File: src/rtl/reg_file_pkg.sv
// Shared types and limits for the multi-port register file and its clear sweep.
package reg_file_pkg;

  typedef enum logic {IDLE, SWEEP} rf_state_t;

  localparam int unsigned RF_MAX_RP = 4;

endpackage

File: src/rtl/reg_file_sweep.sv
// Control for the self-timed clear: walks every address once after reset or init.
module reg_file_sweep
  import reg_file_pkg::*;
#(
  parameter int unsigned D = 3
) (
  input  logic         clk_i,
  input  logic         reset_i,
  input  logic         init_i,
  output logic         busy_o,
  output logic         clr_en_o,
  output logic [D-1:0] clr_addr_o
);

  rf_state_t    state_q, state_d;
  logic [D-1:0] cnt_q, cnt_d;

  always_ff @(posedge clk_i or posedge reset_i) begin
    if (reset_i) begin
      state_q <= SWEEP;
      cnt_q   <= '0;
    end else begin
      state_q <= state_d;
      cnt_q   <= cnt_d;
    end
  end

  always_comb begin
    state_d = state_q;
    cnt_d   = cnt_q;
    if (init_i) begin
      // A restart always begins at 0 so no address escapes the clear.
      state_d = SWEEP;
      cnt_d   = '0;
    end else if (state_q == SWEEP) begin
      cnt_d = cnt_q + 1'b1;
      if (cnt_q == {D{1'b1}}) begin
        state_d = IDLE;
      end
    end
  end

  assign busy_o     = (state_q == SWEEP);
  assign clr_en_o   = (state_q == SWEEP);
  assign clr_addr_o = cnt_q;

endmodule

File: src/rtl/reg_file_mp.sv
// Multi-port register file: RP combinational reads, two prioritised writes,
// optional bypass and zero register, cleared by a sweep instead of a reset.
module reg_file_mp
  import reg_file_pkg::*;
#(
  parameter int unsigned W       = 8,
  parameter int unsigned D       = 3,
  parameter int unsigned RP      = 2,
  parameter int unsigned BYPASS  = 1,
  parameter int unsigned ZERO_R0 = 0
) (
  input  logic         clk_i,
  input  logic         reset_i,
  input  logic         init_i,
  output logic         busy_o,
  input  logic         we0_i,
  input  logic         we1_i,
  input  logic [D-1:0] waddr0_i,
  input  logic [D-1:0] waddr1_i,
  input  logic [W-1:0] wdata0_i,
  input  logic [W-1:0] wdata1_i,
  input  logic [D-1:0] raddr_i [RP],
  output logic [W-1:0] rdata_o [RP],
  output logic         wr_drop_o
);

  localparam int unsigned N = 1 << D;

  if (RP < 1 || RP > RF_MAX_RP) begin : g_bad_rp
    $error("reg_file_mp: RP out of range");
  end

  logic         busy;
  logic         clr_en;
  logic [D-1:0] clr_addr;
  logic         wen0, wen1;
  logic         wr_drop_q, wr_drop_d;
  logic [W-1:0] mem_q [N];

  reg_file_sweep #(
    .D (D)
  ) u_sweep (
    .clk_i      (clk_i),
    .reset_i    (reset_i),
    .init_i     (init_i),
    .busy_o     (busy),
    .clr_en_o   (clr_en),
    .clr_addr_o (clr_addr)
  );

  assign wen0 = we0_i && !busy && !((ZERO_R0 != 0) && (waddr0_i == '0));
  assign wen1 = we1_i && !busy && !((ZERO_R0 != 0) && (waddr1_i == '0));

  // No reset on the array; the later assignment gives port 1 priority.
  always_ff @(posedge clk_i) begin
    if (clr_en) begin
      mem_q[clr_addr] <= '0;
    end else begin
      if (wen0) mem_q[waddr0_i] <= wdata0_i;
      if (wen1) mem_q[waddr1_i] <= wdata1_i;
    end
  end

  assign wr_drop_d = busy && (we0_i || we1_i);

  always_ff @(posedge clk_i or posedge reset_i) begin
    if (reset_i) begin
      wr_drop_q <= 1'b0;
    end else begin
      wr_drop_q <= wr_drop_d;
    end
  end

  always_comb begin
    for (int p = 0; p < RP; p++) begin
      rdata_o[p] = mem_q[raddr_i[p]];
      if (BYPASS != 0) begin
        if (we0_i && (waddr0_i == raddr_i[p])) rdata_o[p] = wdata0_i;
        if (we1_i && (waddr1_i == raddr_i[p])) rdata_o[p] = wdata1_i;
      end
      if ((ZERO_R0 != 0) && (raddr_i[p] == '0)) rdata_o[p] = '0;
      if (busy) rdata_o[p] = '0;
    end
  end

  assign busy_o    = busy;
  assign wr_drop_o = wr_drop_q;

endmodule

File: config.mk
export PLATFORM = sky130hd
export DESIGN_NAME = reg_file_mp
export DESIGN_NICKNAME = d
export VERILOG_FILES = /design/src/rtl/reg_file_pkg.sv /design/src/rtl/reg_file_sweep.sv /design/src/rtl/reg_file_mp.sv
export SDC_FILE = /design/constraint.sdc
export NUM_CORES = 1
export LEC_CHECK = 0
export CORE_MARGIN = 5
export CORE_UTILIZATION = 45
export CTS_BUF_LIST = sky130_fd_sc_hd__clkbuf_16
export DETAILED_ROUTE_END_ITERATION = 8
export PLACE_DENSITY = 0.66
export SLEW_MARGIN = 5
export SYNTH_ARGS = -nofsm -noshare
export SYNTH_HDL_FRONTEND = slang
export SYNTH_SLANG_ARGS = --single-unit
File: constraint.sdc
create_clock -name clk_i -period 3.1 [get_ports clk_i]
set_clock_uncertainty 0.1 [all_clocks]
set_input_delay 0.465 -clock clk_i [delete_from_list [all_inputs] [get_ports clk_i]]
set_output_delay 0.465 -clock clk_i [all_outputs]
set_load 0.05 [all_outputs]
==> results.json <==
{
  "crit_top_cell": "buf_12",
  "synth_seq_cells": 69,
  "worst_path_max_delay_cell": "clkdlybuf4s50_1",
  "initial_utilization_pct": 45.8,
  "fill_cells": 916,
  "max_freq_mhz": 331,
  "p_leak_nw": 2.29,
  "yosys_warnings": 0,
  "final_antenna_net_count": 0,
  "post_cts_buffers": 0,
  "post-route-util_pct": 56.3,
  "setup_viol": 0,
  "startpoint_type": "input port",
  "drt_wl_total_um": 13900,
  "cp-end-kind": "output port",
  "finalMaxSlewViolations": 0,
  "ys_types": 47,
  "synth-seq-area-share_pct": 41.3,
  "area_growth_pct": 23.0,
  "dp_hpwl_um": 10200,
  "max-vdd-ir-drop_mv": 0.207,
  "viasPerCell": 6.05,
  "rsz0062_at_grt": "false",
  "nets": 529,
  "worst-endpoint-required_ps": 2530,
  "antenna_found_initial": 0,
  "crit_arrival_ps": 2460,
  "die_w_um": 115,
  "status": "finished, final reports clean",
  "relSlewSlack_pct": 35.0,
  "rows": 38,
  "ios": 51,
  "numCtsBuffers": 9,
  "clock-root-buffer": "clkbuf_16",
  "clk_path_buf_depth": 2,
  "path_clk_slew_ps": 50,
  "clock_latency_ps": 340,
  "timing.rr.start": "u_sweep.busy_o",
  "grt_overflow": 0,
  "p_total_mw": 2.55,
  "dp.cells": 623,
  "hold_slack_ps": 243,
  "tightest_slew_ps": 975,
  "vias": 3867,
  "critical_path_class": "in -> out",
  "maxCapViolations": 0,
  "fin_crit_sh_pct": 97.5,
  "cts_tree": "done",
  "firstDrtPassIters": 5,
  "synthesis.nets": 477,
  "setup_slack_ps": 78.5,
  "drc": 0,
  "synth.avg_cell_area_sq_um": 11.2,
  "p_per_area_nw_per_um2": 418,
  "multiInputGateArea_sq_um": 2640,
  "startpoint": "raddr_i[0]",
  "placed_area_sq_um": 5790,
  "synthFlopType": "edfxtp_1",
  "gp_congestion": 0.891,
  "final_cells": 639,
  "worstPathCellList": "clkdlybuf4s50_1 > buf_12 > buf_4 > mux2i_1 > a22oi_1 > nand3_1 > a311oi_2 > buf_12",
  "synth_edf_count": 64,
  "fin_crit_ps": 3020,
  "tns_ps": 0,
  "hp-class": "in -> async",
  "pre_cts_ws_ps": 44.0,
  "port_buffers": 50,
  "final_area_sq_um": 6100,
  "synthCells": 442,
  "drt_iter0_markers": 332,
  "cts_sinks": 69,
  "grt_max_degree": 26,
  "synthArstFlopShare_pct": 7.25,
  "insertedDiodeCount": 0,
  "mappedNetlistArea_sq_um": 4960,
  "htree_levels": 3,
  "die_y_um": 115,
  "crit_fanout": 19,
  "die-area_sq_um": 13200,
  "grt_first_pass_wirelength_um": 21100,
  "regArea_sq_um": 2050,
  "post_route_cells_drive_above_1_share_pct": 23.6,
  "grt_pass1_vias": 3778,
  "wl_per_cell_um": 21.8,
  "hold_viol_final": 0,
  "core_area_sq_um": 10800,
  "crit_path_max_incr_delay_ps": 510,
  "grt.total_usage_pct": 21.6
}
## sequential cells by signal (all words and copies together), names as in the netlist
signal / flops
u_sweep.clr_addr_o: 3
mem_q: 64
u_sweep.busy_o: 1
wr_drop_o: 1
## layout by cell type, fill, tap and decap left out, types with 4 or more instances in the layout
cell and instances:
nor2b_1 4, a311oi_2 16, clkdlybuf4s50_1 33, buf_4 24, dfrtp_1 4, mux4_1 12
a31oi_1 4, xnor2_1 10, o21bai_1 4, o21ai_0 38, nand2b_1 16, mux4_2 4
nand2_1 67, inv_1 6, a22oi_1 16, mux2_2 24, edfxtp_1 64, mux2i_1 34
and2_1 8, clkbuf_16 9, o21ai_1 5, nor2_1 25, nand3_1 16, buf_12 20
## logic make-up after synthesis
family,after synthesis,share of synthesized area [%]
AOI/OAI and AO/OA,88,11.6
xor gates and xnor gates,13,2.75
adders and majority gates,2,0.504
and+or+nand+nor,154,16.1
DFF,69,41.3
muxes,74,20.5
buffers and inverters,42,7.34
## critical path, delay by kind of cell
| kind | cells | cell delay [ps] |
|---|---|---|
| mux | 1 | 100 |
| buf+inv | 4 | 1120 |
| compound gates | 2 | 630 |
| simple gates | 1 | 130 |
## synth_stat cells, types with 3 or more instances
library cell  number  area, sq um
and2_1             8         50.1
o21ai_1            5         25.0
mux4_1            12          315
a311oi_1          14          123
a22oi_1           16          120
dfrtp_1            4          100
mux2_2            24          270
nand2_1           67          251
nand3_1           16         80.1
a31oi_1            4         25.0
xnor2_1           10         87.6
o21ai_0           38          190
o21bai_1           4         30.0
buf_6             12          135
nor2b_1            4         25.0
buf_2             10         50.1
xnor2_2            3         48.8
mux4_2             4         90.1
nand2b_1          16          100
buf_12             4         80.1
nor2_1            25         93.8
mux2i_1           34          340
inv_1              5         18.8
buf_4              5         37.5
edfxtp_1          64         1920
## layout make-up
type                       count  share of cell area, %
sequential                    69                   33.6
clock inverter                 7                   1.33
inverter                       5                  0.308
multi-input combinational    331                   43.2
timing repair buffer          78                   15.0
tap                          140                   2.87
clock buffer                   9                   3.69
## power by group
group / total (mW) / switching (mW) / internal, mW
Combinational: 0.388 / 0.218 / 0.170
Clock: 1.07 / 0.379 / 0.692
Sequential: 1.09 / 0.0270 / 1.06
## per-layer routing
metal,vias to the layer above,global-route usage [%],routed length [um]
met4,0,11.0,609
met3,38,3.53,1110
met2,192,37.7,7020
met1,1867,25.7,5190
met5,-,0,0
li1,1770,-,-
## final timing paths
path,endpoint,slack (ps),cells after the start
min in group clk_i,wr_drop_o,520,1
hold / removal,wr_drop_o,240,2
setup / recovery,rdata_o[5],80,8
hold reg to reg,wr_drop_o,520,1
max in group asynchronous,u_sweep.busy_o,2400,2
setup reg to reg,mem_q[4][2],570,5
## what timing repair did
action | 4_1_cts | 5_1_grt
resized for setup | 0 | 2
hold buffers | 0 | 0
endpoints found under the setup margin | 0 | 7
(Power assumes the default switching activity.)
